==> src/rtl/rvc_asap_5pl_lsu.sv <==
// rvc_asap_5pl_lsu -- load/store unit for the 5-stage rvc_asap core.
//
// Converts a Q103H memory op (byte/half/word, signed/unsigned) into a
// word-aligned d_mem request and realigns/extends the read word one cycle
// later.
//
// Ports:
//   Clock, Rst      core clock, synchronous active-high reset
//   LsuValid        memory op present
//   LsuIsLoad/Store op type
//   LsuFunct3       0 B, 1 H, 2 W, 4 BU, 5 HU
//   LsuAddr         byte address
//   LsuStoreData    store value, unaligned in [31:0]
//   LsuStall        requester must hold inputs while high
//   dmem            d_mem request/response bus (master side)
//   LsuLoadData     aligned, extended load result
//   LsuLoadValid    one-cycle pulse qualifying LsuLoadData
//   LsuMisalign     one-cycle pulse, misaligned access dropped
//
// Build option RVC_LSU_MISALIGN_SPLIT_EN: when defined, accesses crossing a
// word boundary are split into two consecutive d_mem accesses; otherwise they
// are dropped and flagged on LsuMisalign.

package rvc_asap_pkg;
    localparam int unsigned XLEN  = 32;
    localparam int unsigned OFF_W = 2;    // byte offset within a d_mem word
endpackage

module rvc_asap_5pl_lsu
    import rvc_asap_pkg::*;
(
    input  logic               Clock,
    input  logic               Rst,
    input  logic               LsuValid,
    input  logic               LsuIsLoad,
    input  logic               LsuIsStore,
    input  logic [2:0]         LsuFunct3,
    input  logic [XLEN-1:0]    LsuAddr,
    input  logic [XLEN-1:0]    LsuStoreData,
    output logic               LsuStall,
    rvc_asap_5pl_lsu_if.master dmem,
    output logic [XLEN-1:0]    LsuLoadData,
    output logic               LsuLoadValid,
    output logic               LsuMisalign
);

    typedef enum logic [0:0] {IDLE, SPLIT2} state_t;

    state_t           state, next_state;
    logic [3:0]       base_mask;
    logic [7:0]       mask8;
    logic [XLEN-1:0]  st_lo;
    logic             legal, op_ok, misalign;

    // load return pipeline: aligns offset/funct3 with the read latency
    logic             rd_pend;
    logic [OFF_W-1:0] rd_off;
    logic [2:0]       rd_f3;
    logic             issue_rd;
    logic [OFF_W-1:0] issue_off;
    logic [2:0]       issue_f3;
    logic [2*XLEN-1:0] rd_pair;
    logic [XLEN-1:0]  rd_word;

`ifdef RVC_LSU_MISALIGN_SPLIT_EN
    logic [2*XLEN-1:0] st64;
    logic [XLEN-1:0]  st_hi;
    logic [XLEN-3:0]  sp_waddr;
    logic [3:0]       sp_mask;
    logic [XLEN-1:0]  sp_wdata;
    logic             sp_load;
    logic [OFF_W-1:0] sp_off;
    logic [2:0]       sp_f3;
    logic             rd_split, issue_split;
    logic [XLEN-1:0]  lo_hold;
`endif

    always_comb begin
        case (LsuFunct3[1:0])
            2'd0:    base_mask = 4'h1;
            2'd1:    base_mask = 4'h3;
            default: base_mask = 4'hF;
        endcase
    end

    assign mask8    = {4'h0, base_mask} << LsuAddr[1:0];
    assign misalign = |mask8[7:4];

`ifdef RVC_LSU_MISALIGN_SPLIT_EN
    assign st64  = {{XLEN{1'b0}}, LsuStoreData} << {LsuAddr[1:0], 3'b000};
    assign st_lo = st64[XLEN-1:0];
    assign st_hi = st64[2*XLEN-1:XLEN];
`else
    assign st_lo = LsuStoreData << {LsuAddr[1:0], 3'b000};
`endif

    always_comb begin
        case (LsuFunct3)
            3'd0, 3'd1, 3'd2: legal = 1'b1;
            3'd4, 3'd5:       legal = LsuIsLoad;
            default:          legal = 1'b0;
        endcase
    end

    assign op_ok = LsuValid & (LsuIsLoad | LsuIsStore) & legal;

    always_comb begin
        next_state        = state;
        LsuStall          = 1'b0;
        LsuMisalign       = 1'b0;
        dmem.DMemAddr     = '0;
        dmem.DMemWrData   = '0;
        dmem.DMemByteEn   = '0;
        dmem.DMemWrEn     = 1'b0;
        dmem.DMemRdEn     = 1'b0;
        issue_rd          = 1'b0;
        issue_off         = LsuAddr[1:0];
        issue_f3          = LsuFunct3;
`ifdef RVC_LSU_MISALIGN_SPLIT_EN
        issue_split       = 1'b0;
`endif
        if (!Rst) begin
            case (state)
                IDLE: begin
                    if (op_ok) begin
`ifdef RVC_LSU_MISALIGN_SPLIT_EN
                        // low word goes out now for both aligned and split ops
                        dmem.DMemAddr   = {LsuAddr[XLEN-1:2], 2'b00};
                        dmem.DMemByteEn = mask8[3:0];
                        dmem.DMemWrData = st_lo;
                        dmem.DMemWrEn   = LsuIsStore;
                        dmem.DMemRdEn   = LsuIsLoad;
                        if (misalign) begin
                            LsuStall   = 1'b1;
                            next_state = SPLIT2;
                        end else begin
                            issue_rd   = LsuIsLoad;
                        end
`else
                        if (misalign) begin
                            LsuMisalign = 1'b1;
                        end else begin
                            dmem.DMemAddr   = {LsuAddr[XLEN-1:2], 2'b00};
                            dmem.DMemByteEn = mask8[3:0];
                            dmem.DMemWrData = st_lo;
                            dmem.DMemWrEn   = LsuIsStore;
                            dmem.DMemRdEn   = LsuIsLoad;
                            issue_rd        = LsuIsLoad;
                        end
`endif
                    end
                end
`ifdef RVC_LSU_MISALIGN_SPLIT_EN
                SPLIT2: begin
                    dmem.DMemAddr   = {sp_waddr, 2'b00};
                    dmem.DMemByteEn = sp_mask;
                    dmem.DMemWrData = sp_wdata;
                    dmem.DMemWrEn   = ~sp_load;
                    dmem.DMemRdEn   = sp_load;
                    issue_rd        = sp_load;
                    issue_split     = sp_load;
                    issue_off       = sp_off;
                    issue_f3        = sp_f3;
                    next_state      = IDLE;
                end
`endif
                default: next_state = IDLE;
            endcase
        end
    end

    always_ff @(posedge Clock) begin
        if (Rst) begin
            state    <= IDLE;
            rd_pend  <= 1'b0;
            rd_off   <= '0;
            rd_f3    <= '0;
`ifdef RVC_LSU_MISALIGN_SPLIT_EN
            rd_split <= 1'b0;
            lo_hold  <= '0;
            sp_waddr <= '0;
            sp_mask  <= '0;
            sp_wdata <= '0;
            sp_load  <= 1'b0;
            sp_off   <= '0;
            sp_f3    <= '0;
`endif
        end else begin
            state    <= next_state;
            rd_pend  <= issue_rd;
            rd_off   <= issue_off;
            rd_f3    <= issue_f3;
`ifdef RVC_LSU_MISALIGN_SPLIT_EN
            rd_split <= issue_split;
            // low read word returns during SPLIT2; keep it for the merge
            if (state == SPLIT2)
                lo_hold <= dmem.DMemRdData;
            if (next_state == SPLIT2) begin
                sp_waddr <= LsuAddr[XLEN-1:2] + 1'b1;
                sp_mask  <= mask8[7:4];
                sp_wdata <= st_hi;
                sp_load  <= LsuIsLoad;
                sp_off   <= LsuAddr[1:0];
                sp_f3    <= LsuFunct3;
            end
`endif
        end
    end

`ifdef RVC_LSU_MISALIGN_SPLIT_EN
    assign rd_pair = rd_split ? {dmem.DMemRdData, lo_hold} : {{XLEN{1'b0}}, dmem.DMemRdData};
`else
    assign rd_pair = {{XLEN{1'b0}}, dmem.DMemRdData};
`endif
    assign rd_word = XLEN'(rd_pair >> {rd_off, 3'b000});

    always_comb begin
        case (rd_f3)
            3'd0:    LsuLoadData = {{24{rd_word[7]}}, rd_word[7:0]};
            3'd1:    LsuLoadData = {{16{rd_word[15]}}, rd_word[15:0]};
            3'd4:    LsuLoadData = {24'h0, rd_word[7:0]};
            3'd5:    LsuLoadData = {16'h0, rd_word[15:0]};
            default: LsuLoadData = rd_word;
        endcase
    end

    assign LsuLoadValid = rd_pend & ~Rst;

endmodule

==> src/rtl/rvc_asap_5pl_lsu_if.sv <==
// rvc_asap_5pl_lsu_if -- d_mem request/response bus.
//
// Signals:
//   DMemAddr    word-aligned address
//   DMemWrData  write word
//   DMemByteEn  byte enables
//   DMemWrEn    write strobe
//   DMemRdEn    read strobe
//   DMemRdData  read word, valid one cycle after DMemRdEn
// Modports: master (LSU side), slave (memory side).

interface rvc_asap_5pl_lsu_if;
    logic [31:0] DMemAddr;
    logic [31:0] DMemWrData;
    logic [3:0]  DMemByteEn;
    logic        DMemWrEn;
    logic        DMemRdEn;
    logic [31:0] DMemRdData;

    modport master (
        output DMemAddr, DMemWrData, DMemByteEn, DMemWrEn, DMemRdEn,
        input  DMemRdData
    );

    modport slave (
        input  DMemAddr, DMemWrData, DMemByteEn, DMemWrEn, DMemRdEn,
        output DMemRdData
    );
endinterface

==> src/flat_wrapper.sv <==
// flat-port wrapper written by rule: the top's interface ports become plain ports
module rvc_asap_5pl_lsu_flat import rvc_asap_pkg::*;
  (Clock, Rst, LsuValid, LsuIsLoad, LsuIsStore, LsuFunct3, LsuAddr, LsuStoreData, LsuStall, LsuLoadData, LsuLoadValid, LsuMisalign, dmem_DMemAddr, dmem_DMemWrData, dmem_DMemByteEn, dmem_DMemWrEn, dmem_DMemRdEn, dmem_DMemRdData);
  rvc_asap_5pl_lsu_if dmem_i ();
  input  logic Clock;
  input  logic Rst;
  input  logic LsuValid;
  input  logic LsuIsLoad;
  input  logic LsuIsStore;
  input  logic [2:0] LsuFunct3;
  input  logic [XLEN-1:0] LsuAddr;
  input  logic [XLEN-1:0] LsuStoreData;
  output logic LsuStall;
  output logic [XLEN-1:0] LsuLoadData;
  output logic LsuLoadValid;
  output logic LsuMisalign;
  output wire logic [$bits(dmem_i.DMemAddr)-1:0] dmem_DMemAddr;
  output wire logic [$bits(dmem_i.DMemWrData)-1:0] dmem_DMemWrData;
  output wire logic [$bits(dmem_i.DMemByteEn)-1:0] dmem_DMemByteEn;
  output wire logic [$bits(dmem_i.DMemWrEn)-1:0] dmem_DMemWrEn;
  output wire logic [$bits(dmem_i.DMemRdEn)-1:0] dmem_DMemRdEn;
  input wire logic [$bits(dmem_i.DMemRdData)-1:0] dmem_DMemRdData;
  assign dmem_DMemAddr = dmem_i.DMemAddr;
  assign dmem_DMemWrData = dmem_i.DMemWrData;
  assign dmem_DMemByteEn = dmem_i.DMemByteEn;
  assign dmem_DMemWrEn = dmem_i.DMemWrEn;
  assign dmem_DMemRdEn = dmem_i.DMemRdEn;
  assign dmem_i.DMemRdData = dmem_DMemRdData;
  rvc_asap_5pl_lsu u_core (.Clock(Clock), .Rst(Rst), .LsuValid(LsuValid), .LsuIsLoad(LsuIsLoad), .LsuIsStore(LsuIsStore), .LsuFunct3(LsuFunct3), .LsuAddr(LsuAddr), .LsuStoreData(LsuStoreData), .LsuStall(LsuStall), .dmem(dmem_i), .LsuLoadData(LsuLoadData), .LsuLoadValid(LsuLoadValid), .LsuMisalign(LsuMisalign));
endmodule
==> config.mk <==
export PLATFORM = sky130hd
export DESIGN_NAME = rvc_asap_5pl_lsu_flat
export DESIGN_NICKNAME = d
export VERILOG_FILES = /design/src/rtl/rvc_asap_5pl_lsu.sv /design/src/rtl/rvc_asap_5pl_lsu_if.sv /design/src/flat_wrapper.sv
export SDC_FILE = /design/constraint.sdc
export NUM_CORES = 1
export LEC_CHECK = 0
export ABC_AREA = 1
export CAP_MARGIN = 10
export CORE_UTILIZATION = 36
export DETAILED_ROUTE_END_ITERATION = 12
export PLACE_DENSITY_LB_ADDON = 0.3
export REMOVE_ABC_BUFFERS = 1
export SYNTH_ARGS = -nofsm -noshare
export SYNTH_HDL_FRONTEND = slang
export SYNTH_SLANG_ARGS = --single-unit
==> constraint.sdc <==
create_clock -name Clock -period 3.9 [get_ports Clock]
set_clock_uncertainty 0.1 [all_clocks]
set_input_delay 0.78 -clock Clock [delete_from_list [all_inputs] [get_ports Clock]]
set_output_delay 0.78 -clock Clock [all_outputs]
set_load 0.1 [all_outputs]
==> metrics.txt <==
fillers=406; maximum vdd drop=0.0000962 V; most used cell, CP=nand2_1; Max Slew Vio Count=0; CTS tree=done; synthesis-stage register bit count=6; setup TNS=0 ns; chip height=85.5 µm; crit end category=output port; initial antenna violation count=0; IO Count=209; DRT iter0 DRCs=145; critical path launch point=LsuAddr[0]; Post-Synthesis Cell Area=2510 µm²; setup bufs post-CTS=0; WL per Instance=14.4 µm; CTS-repair resized insts=0; RSZ-0062 raised after global routing=no; critical path class=in2out; flip-flop and latch area=120 µm²; largest cells by area after synthesis=nand2_1, nor2_4, nand3_1; Root Buffer=clkbuf_8; pre-CTS WS=0.402 ns; die area=7310 µm²; pin count of the biggest net entering global routing=58; Peak Freq=283 MHz; Min-Delay Endpoint=u_core.rd_f3[2]$_SDFF_PP0_; Setup WS post-layout=0.370 ns; Synth-to-Final Area Change=118%; Finished Core Util=80.8%; Final Power=1.15 mW; hold_buf cts=0; number of instances in the placed design=713; Yosys top cell area share=22.4%; delay of the slowest critical-path stage=0.52 ns; Die W=85.5 µm; element type at the critical path start=primary input; Pre-antenna DRT Iters=5; Max FO, Critical Path=35; final worst-path cycle share=90.5%; final design area excluding fillers=5460 µm²; Max-Slew Margin vs Limit=55.2%; CP required=3.02 ns; ANT cells=0; DP Area=5420 µm²; worst path cell trace=clkdlybuf4s50_1 -> buf_4 -> inv_2 -> nand2_1 -> nand2_1 -> nand2_1 -> nand2_1 -> nor2_4 -> buf_12; nets=742; Syn Area/Cell=5.55 µm²; status=complete, no violations; Mapped Cells=452; drt total wl=10300 µm; clock period minus final worst setup slack=3.53 ns; worst-margin pin slew=0.671 ns; drt drc=0; Hold Crit Start=LsuFunct3[2]; worst hold margin=1.06 ns; CP max stage cell=clkdlybuf4s50_1; Tot GR Track Use=27.1%; endpoints failing setup=0; Seq/Total Area, Yosys=4.79%; Detail Placement HPWL=8550 µm; via count=3627; share of cells above drive strength 1=27.0%; leakage=2.48 nW; hold path depth=3; first-pass GRT wire length=16200 µm; Routed Antenna Nets=0; TritonCTS Buffers=3; Site Rows=30; Hold Fails Final Rpt=0; maximum buffer depth of the clock tree=2; Port Buf Inserts=205; total global routing overflow=0; synth unique cells=24; yosys warns=0; vias in the first global route=3501; WP data arrival=2.65 ns; core outline area=6760 µm²; GPL Wtd Cong=0.880; biggest area consumer among synthesized cells=nand2_1; maxcap violations=0; CTS HTree Levels=1; Worst-path clk slew=0.03 ns; area of the multi-input gates=1890 µm²; fin cells=716; Initial Util=37.1%; worst min-delay path class=in2reg; Via density=5.07; CTS Sinks=6; P per Cell Area=210 nW/µm²
cell type report:
class	instances	share of cell area (%)
flip-flops and latches	6	2.20
clock buffers	3	0.757
well taps	80	1.83
inverters	65	4.47
multi-input cells	349	34.7
repair buffers	213	56.0
state kept, by name, indices dropped and copies added (netlist names):
signal / cells
u_core.rd_f3: 3
u_core.rd_off: 2
u_core.rd_pend: 1
worst max-delay path: cells and delay by family:
kind / cells / cell delay [ns]
buffers and inverters: 4 / 1.31
AND/OR/NAND/NOR: 5 / 0.54
layout by cell type, fill, tap and decap left out:
cell type and count:
o21ai_1 1, inv_1 62, o21ai_0 18, nand2_2 3, nand3_2 2, nor3_1 1, buf_12 96, a21oi_1 9
inv_2 3, conb_1 3, clkdlybuf4s50_1 103, nand3_1 53, nor2_4 50, a22oi_1 5, and2_1 1, nand4_1 1
buf_4 14, nor2_1 39, nand4_4 1, nand2_1 150, clkbuf_8 3, dfxtp_1 6, o211ai_1 12
power breakdown:
part           total [mW]  leakage [nW]  internal [mW]  switching [mW]
registers          0.0658        0.0498         0.0648         0.00106
logic               0.994          2.41          0.345           0.650
clock network      0.0882        0.0216         0.0659          0.0223
worst max-delay path by stage:
stage                           to  cells past startpoint
2_1_floorplan        dmem_DMemRdEn                      5
4_1_cts        dmem_DMemWrData[31]                      8
5_1_grt        dmem_DMemWrData[26]                      9
3_3_place_gp    dmem_DMemWrData[3]                      8
3_5_place_dp   dmem_DMemWrData[31]                      8
6_report       dmem_DMemWrData[26]                      9
cells in the mapped netlist:
cell type / number
a22oi_1: 5
o21ai_0: 18
buf_2: 13
nor2_1: 39
nor3_1: 1
inv_1: 62
dfxtp_1: 6
nand2_2: 3
inv_2: 3
nand3_2: 2
nand4_2: 1
clkbuf_1: 8
and2_1: 1
buf_12: 5
a21oi_1: 9
o211ai_1: 12
nand2_1: 150
nor2_4: 50
buf_4: 5
o21ai_1: 1
nand4_1: 1
buf_6: 3
conb_1: 1
nand3_1: 53
cell families after synthesis:
family | after synthesis | share of synthesized area, %
buffers and inverters | 99 | 20.3
AO/OA/AOI/OAI | 45 | 10.7
other | 1 | 0.149
AND/OR/NAND/NOR | 301 | 64.0
flip-flops | 6 | 4.79
layer usage:
metal | share of wire (%) | vias up | track usage (%)
met1 | 34 | 1643 | 28.1
li1 | - | 1753 | -
met2 | 53 | 199 | 52.4
met3 | 8.8 | 32 | 6.32
met5 | 0 | - | 0
met4 | 4.0 | 0 | 10.2
Power figures use the tool's default switching activity.
